<file path="config.mk">
export PLATFORM = sky130hd
export DESIGN_NAME = usb_tx_timer_ctrl_flat
export DESIGN_NICKNAME = d
export VERILOG_FILES = /design/src/rtl/usb_tx_timer_ctrl_if.sv /design/src/rtl/usb_tx_timer_ctrl.sv /design/src/flat_wrapper.sv
export SDC_FILE = /design/constraint.sdc
export NUM_CORES = 1
export LEC_CHECK = 0
export ABC_CLOCK_PERIOD_IN_PS = 3760
export CORE_AREA = 3 3 40 42
export DETAILED_ROUTE_END_ITERATION = 8
export DIE_AREA = 0 0 43 45
export PLACE_DENSITY = 0.65
export REMOVE_ABC_BUFFERS = 1
export SYNTH_ARGS = -nofsm -noshare
export SYNTH_HDL_FRONTEND = slang
export SYNTH_SLANG_ARGS = --single-unit
export TNS_END_PERCENT = 30
</file>
<file path="constraint.sdc">
create_clock -name clk -period 3.76 [get_ports clk]
set_input_delay 1.128 -clock clk [delete_from_list [all_inputs] [get_ports clk]]
set_output_delay 1.128 -clock clk [all_outputs]
set_load 0.02 [all_outputs]
</file>
<file path="src/rtl/usb_tx_timer_ctrl_if.sv">
`default_nettype none
// ============================================================================
// Module      : usb_tx_timer_ctrl_if
// Description : Handshake bundle between the USB TX bit timer and the upstream
//               byte source / byte shift register.
// Revision    : 1.0 - initial release
// ============================================================================
interface usb_tx_timer_ctrl_if;
    logic       sending;
    logic       byte_valid;
    logic       stop_clock;
    logic       load_enable;
    logic       shift_enable;
    logic       byte_ack;
    logic       busy;
    logic       tx_done;
    logic       underrun;
    logic [2:0] bit_cnt;

    modport master (
        output sending, byte_valid, stop_clock,
        input  load_enable, shift_enable, byte_ack, busy, tx_done, underrun, bit_cnt
    );

    modport slave (
        input  sending, byte_valid, stop_clock,
        output load_enable, shift_enable, byte_ack, busy, tx_done, underrun, bit_cnt
    );
endinterface
`default_nettype wire

</file>
<file path="src/rtl/usb_tx_timer_ctrl.sv">
`default_nettype none
// ============================================================================
// Module      : usb_tx_timer_ctrl
// Description : Bit-period timer that paces load/shift of the USB TX byte
//               shift register, with bit-stuff stall and underrun detection.
//               Optional abort input enabled by macro USB_TX_TIMER_ABORT_EN.
// Revision    : 1.0 - initial release
// ============================================================================
module usb_tx_timer_ctrl #(
    parameter int CLKS_PER_BIT = 8
) (
    input  logic                clk,
    input  logic                rst,
`ifdef USB_TX_TIMER_ABORT_EN
    input  logic                abort,
`endif
    usb_tx_timer_ctrl_if.slave  bus
);

    localparam int                 c_CNT_W = $clog2(CLKS_PER_BIT);
    localparam logic [c_CNT_W-1:0] c_LAST  = c_CNT_W'(CLKS_PER_BIT - 1);

    typedef enum logic [1:0] {
        S_IDLE = 2'd0,
        S_RUN  = 2'd1,
        S_DONE = 2'd2
    } state_t;

    state_t             r_state;
    logic [c_CNT_W-1:0] r_clk_cnt;
    logic [2:0]         r_bit_cnt;
    logic               r_underrun;

    logic w_abort;
    logic w_boundary;
    logic w_next_byte;
    logic w_load;
    logic w_shift;

`ifdef USB_TX_TIMER_ABORT_EN
    assign w_abort = abort;
`else
    assign w_abort = 1'b0;
`endif

    // A stuffed bit (stop_clock at a boundary) suppresses both load and shift.
    always_comb begin
        w_boundary  = (r_state == S_RUN) && (r_clk_cnt == c_LAST);
        w_next_byte = bus.sending && bus.byte_valid;
        w_load      = 1'b0;
        w_shift     = 1'b0;
        if (r_state == S_IDLE) begin
            w_load = w_next_byte;
        end else if (w_boundary && !bus.stop_clock && !w_abort) begin
            if (r_bit_cnt != 3'd7) begin
                w_shift = 1'b1;
            end else begin
                w_load = w_next_byte;
            end
        end
    end

    always_ff @(posedge clk) begin
        if (rst) begin
            r_state    <= S_IDLE;
            r_clk_cnt  <= '0;
            r_bit_cnt  <= 3'd0;
            r_underrun <= 1'b0;
        end else if (w_abort && (r_state != S_IDLE)) begin
            r_state   <= S_IDLE;
            r_clk_cnt <= '0;
            r_bit_cnt <= 3'd0;
        end else begin
            case (r_state)
                S_IDLE: begin
                    if (w_next_byte) begin
                        r_state    <= S_RUN;
                        r_clk_cnt  <= '0;
                        r_bit_cnt  <= 3'd0;
                        r_underrun <= 1'b0;
                    end
                end
                S_RUN: begin
                    r_clk_cnt <= w_boundary ? '0 : r_clk_cnt + 1'b1;
                    if (w_boundary && !bus.stop_clock) begin
                        if (r_bit_cnt != 3'd7) begin
                            r_bit_cnt <= r_bit_cnt + 3'd1;
                        end else if (w_next_byte) begin
                            r_bit_cnt <= 3'd0;
                        end else begin
                            // Upstream still claims a packet but has no byte: starved.
                            r_state   <= S_DONE;
                            r_bit_cnt <= 3'd0;
                            if (bus.sending) begin
                                r_underrun <= 1'b1;
                            end
                        end
                    end
                end
                S_DONE: begin
                    r_state <= S_IDLE;
                end
                default: begin
                    r_state <= S_IDLE;
                end
            endcase
        end
    end

    assign bus.load_enable  = w_load;
    assign bus.byte_ack     = w_load;
    assign bus.shift_enable = w_shift;
    assign bus.busy         = (r_state != S_IDLE);
    assign bus.tx_done      = (r_state == S_DONE);
    assign bus.underrun     = r_underrun;
    assign bus.bit_cnt      = r_bit_cnt;

endmodule
`default_nettype wire

</file>
<file path="src/flat_wrapper.sv">
// flat-port wrapper written by rule: the top's interface ports become plain ports
module usb_tx_timer_ctrl_flat 
#(
    parameter int CLKS_PER_BIT = 8
)
  (clk, rst, bus_sending, bus_byte_valid, bus_stop_clock, bus_load_enable, bus_shift_enable, bus_byte_ack, bus_busy, bus_tx_done, bus_underrun, bus_bit_cnt);
  usb_tx_timer_ctrl_if bus_i ();
  input  logic clk;
  input  logic rst;
  input wire logic [$bits(bus_i.sending)-1:0] bus_sending;
  input wire logic [$bits(bus_i.byte_valid)-1:0] bus_byte_valid;
  input wire logic [$bits(bus_i.stop_clock)-1:0] bus_stop_clock;
  output wire logic [$bits(bus_i.load_enable)-1:0] bus_load_enable;
  output wire logic [$bits(bus_i.shift_enable)-1:0] bus_shift_enable;
  output wire logic [$bits(bus_i.byte_ack)-1:0] bus_byte_ack;
  output wire logic [$bits(bus_i.busy)-1:0] bus_busy;
  output wire logic [$bits(bus_i.tx_done)-1:0] bus_tx_done;
  output wire logic [$bits(bus_i.underrun)-1:0] bus_underrun;
  output wire logic [$bits(bus_i.bit_cnt)-1:0] bus_bit_cnt;
  assign bus_i.sending = bus_sending;
  assign bus_i.byte_valid = bus_byte_valid;
  assign bus_i.stop_clock = bus_stop_clock;
  assign bus_load_enable = bus_i.load_enable;
  assign bus_shift_enable = bus_i.shift_enable;
  assign bus_byte_ack = bus_i.byte_ack;
  assign bus_busy = bus_i.busy;
  assign bus_tx_done = bus_i.tx_done;
  assign bus_underrun = bus_i.underrun;
  assign bus_bit_cnt = bus_i.bit_cnt;
  usb_tx_timer_ctrl #(.CLKS_PER_BIT(CLKS_PER_BIT)) u_core (.clk(clk), .rst(rst), .bus(bus_i));
endmodule
</file>
==> metrics.log <==
[metrics] count of maximum capacitance violations: 0
[metrics] row count: 13
[metrics] maximum number of buffers from clock root to sink: 2
[metrics] global-route congestion overflow total: 0
[metrics] WL final: 994 microns
[metrics] share of final-layout standard cells stronger than drive strength 1: 12.7%
[metrics] I/O pin count: 14
[metrics] hold wc startpoint: u_core.bus.bit_cnt[2]$_SDFFE_PP0P_
[metrics] Mean Syn Cell Area: 9.23 sq um
[metrics] number of nets with antenna violations after routing: 0
[metrics] antenna diode count: 0
[metrics] total area of multi-input combinational cells: 293 sq um
[metrics] Max Fanout on Critical Path: 3
[metrics] data arrival at the endpoint of the critical path: 2500 ps
[metrics] max-slew violation total from the final report: 0
[metrics] post-route fraction of the period consumed by the critical path: 96.6%
[metrics] synthesis warning total: 0
[metrics] source of the worst register-to-register timing path: u_core.r_clk_cnt[0]$_SDFFE_PP0P_
[metrics] horizontal die dimension: 43 microns
[metrics] pin count of the biggest net entering global routing: 13
[metrics] Crit Reg-Reg Endpoint: u_core.r_state[0]$_SDFFE_PP0P_
[metrics] cells after synthesis: 53
[metrics] filler cell count: 144
[metrics] clock tree root buffer cell: sky130_fd_sc_hd__clkbuf_4
[metrics] Register-to-Register Path Depth: 6
[metrics] Worst Setup SP: bus_stop_clock
[metrics] Storage cell area: 180 sq um
[metrics] growth of design area from synthesis to finish: 38.1%
[metrics] area share of the largest cell type after synthesis: 36.8%
[metrics] sink of the worst hold path: u_core.bus.bit_cnt[2]$_SDFFE_PP0P_
[metrics] area of all placed cells without fillers: 676 sq um
[metrics] result of the run: finished clean
[metrics] cell with the biggest individual delay on the critical path: sky130_fd_sc_hd__clkdlybuf4s50_1
[metrics] peak supply drop: 0.000145 V
[metrics] final worst clock skew: 2.92 ps
[metrics] critical path data required time: 2630 ps
[metrics] most area-consuming cells after synthesis: sky130_fd_sc_hd__dfxtp_1 37%, sky130_fd_sc_hd__ha_1 10%, sky130_fd_sc_hd__a21oi_1 8.2%, sky130_fd_sc_hd__nand4bb_4 5.6%, sky130_fd_sc_hd__nand2_1 3.8%
[metrics] total global-route track usage: 12.2%
[metrics] die height: 45 microns
[metrics] CTS tree: done
[metrics] detailed placer's ending HPWL: 768 microns
[metrics] Most Frequent Cell on Critical Path: sky130_fd_sc_hd__clkdlybuf4s50_1
[metrics] path type of the worst setup path: in -> out
[metrics] count of distinct cell types in the synthesized netlist: 24
[metrics] sequence of cells on the critical path: clkdlybuf4s50_1 -> nand4bb_4 -> nor2_1 -> clkdlybuf4s50_1
[metrics] Power Density: 292 mW/mm^2
[metrics] via count: 435
[metrics] GP Congestion: 0.701
[metrics] total number of H-tree levels: 1
[metrics] clk sinks: 9
[metrics] number of hold violations in the final report: 0
[metrics] TritonCTS buffer count: 3
[metrics] HP Class: reg -> reg
[metrics] final critical-path required period: 3630 ps
[metrics] cell type contributing the most total cell area after synthesis: sky130_fd_sc_hd__dfxtp_1
[metrics] Remaining DRCs: 0
[metrics] placeable core region: 0.00128 sq mm
[metrics] antenna violations before repair: 0
[metrics] routed wirelength normalized by instance count: 11.6 microns
[metrics] CP Capture Type: primary output
[metrics] R2R setup slack: 2170 ps
[metrics] worst hold margin: 485 ps
[metrics] Slew headroom: 77.3%
[metrics] Tightest Pin Transition: 341 ps
[metrics] count of buffers inserted at the top-level ports: 13
[metrics] CTS Hold Buffers Added: 0
[metrics] number of setup violations in the final report: 0
[metrics] die footprint: 0.00194 sq mm
[metrics] via density per instance: 5.06
[metrics] number of global-route vias before repair: 423
[metrics] sum of negative setup slack: 0 ps
[metrics] delay of the slowest cell on the worst path: 600 ps
[metrics] Pleak: 0.000279 uW
[metrics] Net count, final: 81
[metrics] clock latency on the worst-skew pair: 260 ps
[metrics] first-pass GRT wire length: 1740 microns
[metrics] category of the worst setup path launch point: input port
[metrics] cell count of the worst hold path: 2
[metrics] Highest Clock Rate: 275 MHz
[metrics] unrepaired setup endpoints after global routing: false
[metrics] Area after DPL: 652 sq um
[metrics] Initial Util: 38.1%
[metrics] summed instance area of the synthesized netlist: 489 sq um
[metrics] clk slew on worst S/H paths: 60 ps
[metrics] Starting DRT DRC Count: 4
[metrics] synthesis-stage register bit count: 9
[metrics] share of synthesized area occupied by flip-flops and latches: 36.8%
[metrics] drt pass-1 iters: 4
==> Yosys cell counts, drive strengths merged <==
library cell / count
a211oi: 2
a21oi: 8
and2b: 1
and3b: 1
and4bb: 1
buf: 3
dfxtp: 9
ha: 4
nand2: 5
nand2b: 1
nand3: 3
nand3b: 1
nand4bb: 2
nor2: 4
nor3: 1
nor3b: 2
nor4bb: 1
o21ai: 2
or2: 1
or3: 1
==> layer usage <==
metal	up-vias	GRT usage [%]	share of wire [%]
li1	228	-	-
met1	190	15.1	49
met2	15	18.9	45
met5	-	0	0
met3	2	2.39	5.3
met4	0	9.04	0.60
==> placed cells by master, fill, tap and decap left out, drive strengths merged, types with 2 or more instances in the layout <==
master	count
a21oi	8
dlygate4sd2	2
nor3b	2
ha	4
a211oi	2
clkdlybuf4s50	11
o21ai	2
nor2	4
clkbuf	4
nand3	3
buf	4
nand2	5
nand4bb	2
dfxtp	9
==> repair_timing <==
item | 4_1_cts | 5_1_grt
buffers inserted | 0 | 0
endpoints found under the setup margin | 2 | 0
resized for setup | 2 | 0
==> final cells by class <==
cell class | count | share of cell area [%]
multi-input cells | 41 | 43.3
flip-flops and latches | 9 | 26.7
repair buffers | 17 | 23.3
clock buffers | 4 | 3.89
well taps | 15 | 2.78
==> where the power goes <==
part | switching [uW] | internal (uW)
sequential | 2.92 | 97.3
combinational | 11.0 | 12.4
clock | 32.9 | 40.8
==> cell families (layout without fill, tap and decap cells) <==
family,Yosys count,in the layout,share of synthesized area (%)
and+or+nand+nor,25,25,36.3
DFF,9,9,36.8
buffers and inverters,3,21,3.32
adders and majority gates,4,4,10.2
AOI/OAI and AO/OA,12,12,13.3
==> how the worst max path moves through the flow <==
stage	end	slack [ps]	cells after the start
after floorplan	bus_byte_ack	530	3
after global placement	bus_byte_ack	-110	5
after detailed placement	bus_load_enable	-110	5
after CTS	bus_shift_enable	110	4
after global routing	bus_load_enable	40	5
final	bus_shift_enable	130	4
==> worst max-delay path: cells and delay by family <==
family                 cells  cell delay [ps]
buffers and inverters      2             1040
AND/OR/NAND/NOR            2              320
==> flip-flops by register name (all words and copies together), names as in the netlist <==
register and flops:
u_core.bus.underrun 1, u_core.r_clk_cnt 3, u_core.r_state 2, u_core.bus.bit_cnt 3
==> per-stage QoR <==
step	setup slack [ps]	instances	power, uW	utilization (%)
finish	127	86	197	52.6
global route	42.2	86	208	52.6
CTS	111	86	202	52.6
detailed placement	-114	82	127	50.7
global placement	-110	82	127	50.7
floorplan	532	50	113	-
No activity file was read; power rests on OpenSTA's default activity.
==> RTL change (same flow settings) <==
`CLKS_PER_BIT` is set to 8 in 2 places; all go to 32.
--- a/src/rtl/usb_tx_timer_ctrl.sv
+++ b/src/rtl/usb_tx_timer_ctrl.sv
@@ -8,5 +8,5 @@
 // ============================================================================
 module usb_tx_timer_ctrl #(
-    parameter int CLKS_PER_BIT = 8
+    parameter int CLKS_PER_BIT = 32
 ) (
     input  logic                clk,
--- a/src/flat_wrapper.sv
+++ b/src/flat_wrapper.sv
@@ -2,5 +2,5 @@
 module usb_tx_timer_ctrl_flat 
 #(
-    parameter int CLKS_PER_BIT = 8
+    parameter int CLKS_PER_BIT = 32
 )
   (clk, rst, bus_sending, bus_byte_valid, bus_stop_clock, bus_load_enable, bus_shift_enable, bus_byte_ack, bus_busy, bus_tx_done, bus_underrun, bus_bit_cnt);
Check against the original RTL: not equivalent (a bounded check fails within 10 cycles, from zero or initial values and one cycle with rst high).
==> RTL change against the original RTL <==
- final area up 18%
- largest cell class unchanged
- count of clock-buffer cells in the layout unchanged
- fmax up 2.7%
- setup slack better by 95 ps
- sequential cell count up 2
- wire length up 23%
- total power up 18%
- worst hold slack worse by 1.8 ps
- register-to-register slack worse by 310 ps
- critical endpoint is now bus_load_enable
- area after synthesis up 24%
==> RTL change: results (changes against the original RTL) <==
metric;value;unit;change
P_sw;58.0;uW;+24%
Clock H-tree levels;1;;unchanged
Yosys warning count;0;;unchanged
Clock Pin Slew Worst Setup and Hold Paths;70;ps;
clock buffer count from CTS;3;;unchanged
leading post-synthesis cells by cell area;dfxtp_1 36%, ha_1 8.2%, nand3b_1 6.2%, a21oi_1 5.8%, nand2b_1 5.2%;;
met1 WL;589;um;+22%
highest ir drop seen on vdd;0.171;mV;+18%
share of synthesized cell area in full adder, half adder and majority cells;0.0825;;-0.0198
Final Skew;3.79;ps;+0.871 ps
top cell types by occurrence after synthesis;11 x dfxtp_1, 7 x a21oi_1, 5 x nand2b_1, 5 x nand3b_1, 4 x ha_1;;
met1 Resource Use GR;0.168;;+0.0170
first drt pass iteration count;4;;unchanged
number of distinct library cells after synthesis;27;;+13%
final routed wirelength across all metal layers;1220;um;+23%
post-placement worst setup slack;-84.5;ps;+29.7 ps
highest layer used for signal routing;met4;;
total length of routed met3 wires;59;um;+11%
fraction of the mapped netlist area in compound gates;0.167;;+0.0340
relative contribution of sequential cells to total power;0.518;;+0.010
outcome;complete, no violations;;
routability congestion estimate from global placement;0.775;;+11%
met2 capacity usage during global routing;0.225;;+0.0359
I/O Buffers;13;;unchanged
largest net degree at the start of global routing;15;;+2
register bank with the most flops;u_core.r_clk_cnt;;
worst hold path class;flop to flop;;
power drawn by the clock network;81.0;uW;+9.9%
antenna violations before repair;0;;unchanged
cell count after placement;95;;+16%
global-route wire length before repair;2030;um;+17%
mean instance size in the synthesized netlist;9.19;sq um;-0.39%
global-route usage over all layers;0.145;;+0.0234
Arrival @ worst endpoint;2410;ps;-90 ps
register area share after synthesis;0.363;;-0.00540
Root Driver;clkbuf_4;;
internal power summed over all cells;176;uW;+17%
standby leakage power;0.337;nW;+21%
Skew-Pair Late Insertion Delay;270;ps;
violation count after the first detailed-route iteration;7;;+3
global routing usage on met3;0.0478;;+0.0239
ANT cells;0;;unchanged
fraction of layout cells with a size suffix above 1;0.107;;-0.0196
post-DR wirelength/cell;12.3;um;+6.4%
net count reported at finish;94;;+16%
async set or reset register ratio after synthesis;0;;unchanged
via count of the first global-routing pass;485;;+15%
total via count after detailed routing;541;;+24%
met2 layer wire length in the routed design;538;um;+20%
instance area after placement;769;sq um;+18%
share of cell area taken by muxes after synthesis;0.0495;;+0.0495
worst-case headroom to the max-slew limit;0.717;;-0.0557
half-perimeter wire length after detailed placement;937;um;+22%
RTL change: timing repair:
item                                    4_1_cts  5_1_grt
gates resized for setup                       2        1
setup buffers                                 0        0
endpoints found under the setup margin        2        1
endpoints found under the hold margin         0        0
RTL change: cell type report:
class / instances / area [sq um]
repair buffers: 17 / 160
flip-flops and latches: 11 / 220
inverters: 1 / 3.75
well taps: 15 / 18.8
clock buffers: 4 / 26.3
multi-input cells: 51 / 367
fillers: 118 / 489
RTL change: worst paths after layout:
check	from	end	slack (ps)	cells past startpoint
worst max-delay path	bus_stop_clock	bus_load_enable	220	5
worst min-delay path	u_core.r_clk_cnt[4]	u_core.r_clk_cnt[4]	480	2
worst max register to register	u_core.r_clk_cnt[0]	u_core.bus.underrun	1860	7
worst min register to register	u_core.r_clk_cnt[4]	u_core.r_clk_cnt[4]	480	2
RTL change: worst max-delay path, stage by stage:
cell             delay (ps)
clkdlybuf4s50_1         420
nor2b_1                 160
nand3_1                 110
a21boi_0                230
dlygate4sd2_1           360
